$ cat config.mk
export PLATFORM = sky130hd
export DESIGN_NAME = corr_scanner
export DESIGN_NICKNAME = d
export VERILOG_FILES = /design/src/rtl/corr_pkg.sv /design/src/rtl/corr_max_tracker.sv /design/src/rtl/corr_scanner.sv
export SDC_FILE = /design/constraint.sdc
export NUM_CORES = 1
export LEC_CHECK = 0
export ABC_AREA = 0
export BUFFER_PORTS_ARGS = -buffer_cell sky130_fd_sc_hd__buf_2
export CAP_MARGIN = 20
export CORE_MARGIN = 2
export CORE_UTILIZATION = 63
export CTS_CLUSTER_SIZE = 24
export DETAILED_ROUTE_END_ITERATION = 6
export GPL_TIMING_DRIVEN = 0
export PLACE_DENSITY_LB_ADDON = 0.12
export SLEW_MARGIN = 10
export SYNTH_ARGS = -nofsm -noshare
export SYNTH_HDL_FRONTEND = slang
export SYNTH_SLANG_ARGS = --single-unit
export TNS_END_PERCENT = 100
$ cat constraint.sdc
create_clock -name clk -period 7.26 [get_ports clk]
set_clock_uncertainty 0.05 [all_clocks]
set_input_delay 1.089 -clock clk [delete_from_list [all_inputs] [get_ports clk]]
set_output_delay 1.089 -clock clk [all_outputs]
set_load 0.1 [all_outputs]
$ cat src/rtl/corr_pkg.sv
// Shared definitions for the correlator scanner: FSM states, address map
// constants and result width.
package corr_pkg;

  localparam int          CORR_NCH            = 8;
  localparam logic [7:0]  CORR_RESTART_ADDR   = 8'hFF;
  localparam int          CORR_CAPTURE_CYCLES = 2048;
  localparam int          CORR_RES_W          = 16;

  typedef enum logic [2:0] {
    ST_IDLE,
    ST_RESTART,
    ST_INTEG,
    ST_ADDR,
    ST_WAIT,
    ST_LATCH,
    ST_DONE
  } corr_state_t;

endpackage

$ cat src/rtl/corr_max_tracker.sv
// Running maximum (and, with CORR_SCAN_MARGIN_EN, runner-up) over a stream of
// indexed results. The first value after clear seeds the maximum directly.
module corr_max_tracker
  import corr_pkg::*;
(
  input  logic                  clk,
  input  logic                  rst_n,
  input  logic                  clear,
  input  logic                  valid,
  input  logic [CORR_RES_W-1:0] value,
  input  logic [2:0]            index,
  output logic [CORR_RES_W-1:0] max_val,
  output logic [2:0]            max_idx
`ifdef CORR_SCAN_MARGIN_EN
  ,
  output logic [CORR_RES_W-1:0] second_val
`endif
);

  logic first;

  always_ff @(posedge clk or negedge rst_n) begin
    if (!rst_n) begin
      first   <= 1'b1;
      max_val <= '0;
      max_idx <= '0;
    end else if (clear) begin
      first   <= 1'b1;
      max_val <= '0;
      max_idx <= '0;
    end else if (valid) begin
      first <= 1'b0;
      // Strict greater-than keeps the lower index on a tie.
      if (first || (value > max_val)) begin
        max_val <= value;
        max_idx <= index;
      end
    end
  end

`ifdef CORR_SCAN_MARGIN_EN
  always_ff @(posedge clk or negedge rst_n) begin
    if (!rst_n) begin
      second_val <= '0;
    end else if (clear) begin
      second_val <= '0;
    end else if (valid) begin
      if (first) begin
        second_val <= '0;
      end else if (value > max_val) begin
        second_val <= max_val;
      end else if (value > second_val) begin
        second_val <= value;
      end
    end
  end
`endif

endmodule

$ cat src/rtl/corr_scanner.sv
// Scans the correlator dispatcher: restart integration, wait, read 8x16-bit
// results over the byte bus, report the peak. CORR_SCAN_MARGIN_EN adds margin.
module corr_scanner
  import corr_pkg::*;
#(
  parameter int INTEG_CYCLES = 2080,
  parameter int RD_WAIT      = 1
) (
  input  logic                  clk,
  input  logic                  rst_n,
  input  logic                  start,
  output logic [7:0]            bus_addr,
  output logic                  bus_cs,
  output logic                  bus_oe,
  output logic                  bus_we,
  input  logic [7:0]            bus_din,
  output logic                  busy,
  output logic                  done,
  output logic [CORR_RES_W-1:0] peak_val,
  output logic [2:0]            peak_idx
`ifdef CORR_SCAN_MARGIN_EN
  ,
  output logic [CORR_RES_W-1:0] margin
`endif
);

  localparam logic [15:0] INTEG_LOAD = 16'(INTEG_CYCLES - 1);
  localparam logic [3:0]  WAIT_LOAD  = 4'(RD_WAIT - 1);

  corr_state_t state, state_next;

  logic [15:0]           integ_cnt;
  logic [3:0]            wait_cnt;
  logic [3:0]            byte_ptr;
  logic [7:0]            low_byte;
  logic                  trk_clear;
  logic                  trk_valid;
  logic [CORR_RES_W-1:0] trk_max;
  logic [2:0]            trk_idx;
`ifdef CORR_SCAN_MARGIN_EN
  logic [CORR_RES_W-1:0] trk_second;
`endif

  always_ff @(posedge clk or negedge rst_n) begin
    if (!rst_n) begin
      state     <= ST_IDLE;
      integ_cnt <= '0;
      wait_cnt  <= '0;
      byte_ptr  <= '0;
      low_byte  <= '0;
      peak_val  <= '0;
      peak_idx  <= '0;
`ifdef CORR_SCAN_MARGIN_EN
      margin    <= '0;
`endif
    end else begin
      state <= state_next;
      case (state)
        ST_RESTART: begin
          integ_cnt <= INTEG_LOAD;
          byte_ptr  <= '0;
        end
        ST_INTEG: if (integ_cnt != '0) integ_cnt <= integ_cnt - 16'd1;
        ST_ADDR:  wait_cnt <= WAIT_LOAD;
        ST_WAIT:  wait_cnt <= wait_cnt - 4'd1;
        ST_LATCH: begin
          if (!byte_ptr[0]) low_byte <= bus_din;
          byte_ptr <= byte_ptr + 4'd1;
        end
        ST_DONE: begin
          peak_val <= trk_max;
          peak_idx <= trk_idx;
`ifdef CORR_SCAN_MARGIN_EN
          margin   <= trk_max - trk_second;
`endif
        end
        default: ;
      endcase
    end
  end

  // WAIT holds RD_WAIT-1 cycles so ADDR+WAIT+LATCH spans 1+RD_WAIT cycles.
  always_comb begin
    state_next = state;
    case (state)
      ST_IDLE:    if (start) state_next = ST_RESTART;
      ST_RESTART: state_next = ST_INTEG;
      ST_INTEG:   if (integ_cnt == '0) state_next = ST_ADDR;
      ST_ADDR:    state_next = (RD_WAIT == 1) ? ST_LATCH : ST_WAIT;
      ST_WAIT:    if (wait_cnt <= 4'd1) state_next = ST_LATCH;
      ST_LATCH:   state_next = (byte_ptr == 4'd15) ? ST_DONE : ST_ADDR;
      ST_DONE:    state_next = ST_IDLE;
      default:    state_next = ST_IDLE;
    endcase
  end

  always_comb begin
    bus_addr = 8'h00;
    bus_cs   = 1'b0;
    bus_oe   = 1'b0;
    bus_we   = 1'b0;
    case (state)
      ST_RESTART: bus_addr = CORR_RESTART_ADDR;
      ST_ADDR, ST_WAIT, ST_LATCH: begin
        bus_addr = {4'h0, byte_ptr};
        bus_cs   = 1'b1;
        bus_oe   = 1'b1;
      end
      default: ;
    endcase
  end

  assign busy      = (state != ST_IDLE);
  assign done      = (state == ST_DONE);
  assign trk_clear = (state == ST_RESTART);
  assign trk_valid = (state == ST_LATCH) && byte_ptr[0];

  corr_max_tracker u_tracker (
    .clk        (clk),
    .rst_n      (rst_n),
    .clear      (trk_clear),
    .valid      (trk_valid),
    .value      ({bus_din, low_byte}),
    .index      (byte_ptr[3:1]),
    .max_val    (trk_max),
    .max_idx    (trk_idx)
`ifdef CORR_SCAN_MARGIN_EN
    ,
    .second_val (trk_second)
`endif
  );

endmodule

==> flow_summary.toml <==
[drt]
vias_per_cell = 5.814
wire_per_inst_um = 15.43
wirelength_mm = 7.794
vias = 2936
drtIter0Drc = 195
dr.pass1.iters = 4
drc = 0
ant_nets = 0

[pwr]
power_per_cell_area_nw_per_um2 = 445.1
ir_worst_vdd_mv = 0.4607
power_leakage_uw = 0.002057

[floorplanning]
die_y_um = 80.75
chipWidth_um = 80.75
num_rows = 27
start_util_pct = 66.18
ios = 43
core_um2 = 5608
die-area_um2 = 6521

[worst_setup_path]
worstSetupPathType = "reg -> out"
startpoint_type = "register"
critical_path.max_fanout = 10
critPathMaxStageDelay_ns = 0.52
endpoint_kind = "primary output"
required_ns = 6.12
worstPathArrival_ns = 2.57
crit_chain = "clkbuf_1 -> nand2_1 -> o21ai_1 -> nand2_1 -> nand2_1 -> buf_2"
critical-path-slowest-cell = "o21ai_1"
cp_common_cell = "nand2_1"

[synth]
netlist_instances = 375
yosysMostFrequentCell = "dfrtp_1"
synth_common_cells = "dfrtp_1 (73), nand2_1 (54), inv_1 (28)"
synth_area_leaders = "dfrtp_1 (49%), ha_1 (6.7%), nand2_1 (5.5%)"
synth_area_per_cell_um2 = 9.896
yosysWarnings = 0
synth-edff-count = 0
syn_nets = 406
ys_async_sr_fraction_pct = 100.0
ys_ff_latch = 74
yosysTopAreaCell = "dfrtp_1"
synth_seq_area_share_pct = 49.93
synth_area_um2 = 3711
synth_top_flop_cell = "dfrtp_1"
synth_cell_types = 53
synth_top_area_share_pct = 49.22

[clock_tree]
clkSinkCount = 74
path_clk_slew_ns = 0.07
clkLatencyLatePin_ns = 0.35
ctsHoldBuffers = 0
cts_tree = "built"
htreeDepth = 3
post_cts_buffers = 0
numCtsBuffers = 9
clockBufferDepth = 2
clock-root-buffer = "clkbuf_8"
cts_resized = 0

[timing]
hold_violations = 0
timing.slew.headroom_pct = 42.73
rsz0062_at_grt = "no"
fin_crit_sh_pct = 51.03
clock.fmax_mhz = 269.9
setup_tns_ns = 0
min_period_ns = 3.705
worstMarginPinSlew_ns = 0.8532
finalSetupViolations = 0
slew_viol_final = 0

[global_route]
grt_pass1_vias = 2754
grt_max_degree = 42
grt_antenna_before_repair = 0
grt_first_pass_wirelength_mm = 13.53
grt.total_usage_pct = 27.57
overflow = 0

[finish]
area_growth_pct = 14.73
diodes = 0
fin_util_pct = 75.93
stdcell_area_um2 = 4258
drive_gt1_share_pct = 20.09
nets = 459

[placement]
dpl_cell_area_um2 = 4029
dpl.hpwl_mm = 5.576
gp_congestion = 0.8335
port_buffers = 41

[min_path]
min_path_type = "reg -> reg"

[outcome]
status = "completed"

[flow_run]
maxCapViolCount = 0
## report_power, final
| group | total [µW] | switching (µW) | internal, µW | leakage (µW) |
|---|---|---|---|---|
| sequential | 569 | 68.5 | 501 | 0.000978 |
| combinational | 963 | 729 | 234 | 0.000963 |
| clock | 363 | 151 | 213 | 0.000117 |
## per-stage QoR
stage,hold slack [ns],power (µW),setup WS (ns),cells
after floorplan,0.3887,1346,2.935,375
after global placement,0.4018,1505,3.611,488
after detailed placement,0.4107,1535,3.594,489
after CTS,0.4286,1898,3.601,505
after global routing,0.4452,2004,3.391,505
final,0.4214,1895,3.555,505
## cell families (layout without fill, tap and decap cells)
logic type	Yosys count	count (layout)	share of synthesized area (%)
flip-flops	74	74	49.93
adder cells (fa/ha/maj)	20	20	6.743
AO/OA/AOI/OAI	92	92	16.25
XOR/XNOR	10	10	2.360
buffers and inverters	49	107	6.473
other	1	1	0.1010
AND/OR/NAND/NOR	121	121	15.75
multiplexers	8	8	2.394
## sequential cells by signal, indices dropped and copies added, names as in the netlist
register / cells
peak_val: 16
integ_cnt: 16
state: 3
u_tracker.first: 1
low_byte: 8
byte_ptr: 4
peak_idx: 3
wait_cnt: 4
u_tracker.max_val: 16
u_tracker.max_idx: 3
## worst max-delay path, delay by kind of cell (launching register included)
family,cells,cell delay [ns]
buf+inv,2,0.82
compound gates,1,0.52
simple gates,3,0.47
flops,1,0.41
## per-layer routing
| metal | vias up | part of all wire (%) | track usage [%] |
|---|---|---|---|
| met4 | 0 | 2.1 | 12.20 |
| met1 | 1407 | 47 | 41.72 |
| met3 | 14 | 6.9 | 4.667 |
| met2 | 98 | 44 | 39.25 |
| li1 | 1417 | - | - |
| met5 | - | 0 | 0 |
## final timing paths
| path | cells past startpoint | from | slack [ns] | end |
|---|---|---|---|---|
| worst max-delay path | 6 | state[0] | 3.56 | bus_addr[1] |
| worst min-delay path | 2 | peak_val[0] | 0.42 | peak_val[0] |
| worst max register to register | 8 | u_tracker.max_val[15] | 4.33 | u_tracker.max_idx[2] |
| worst min register to register | 2 | peak_val[0] | 0.42 | peak_val[0] |
| max in group asynchronous | 2 | rst_n | 5.96 | peak_idx[2] |
| min in group asynchronous | 1 | rst_n | 0.62 | u_tracker.max_val[7] |
## placed cells by master (no fill, tap or decap), types with 3 or more instances in the layout
cell and count:
dfrtp_1 73, a22o_1 18, clkbuf_8 12, buf_2 41, nand4_1 3, xor2_1 5, o22ai_1 3, xnor2_1 5
a21oi_1 23, clkbuf_1 9, o21ai_0 27, mux2_2 7, a211oi_1 3, buf_4 7, buf_6 3, nand2_1 54
nor4_1 3, nor2_1 27, nand3_1 7, nor3_1 6, inv_1 28, a311oi_1 4, ha_1 20
## final cells by class
cell class | count | area (µm²)
multi-input cells | 252 | 1618
repair buffers | 42 | 227.7
fillers | 403 | 1350
plain buffers | 20 | 131.4
clock inverters | 4 | 73.82
well taps | 72 | 90.09
clock buffers | 12 | 155.1
inverters | 29 | 108.9
flip-flops and latches | 74 | 1853
No activity file was read; power rests on OpenSTA's default activity.
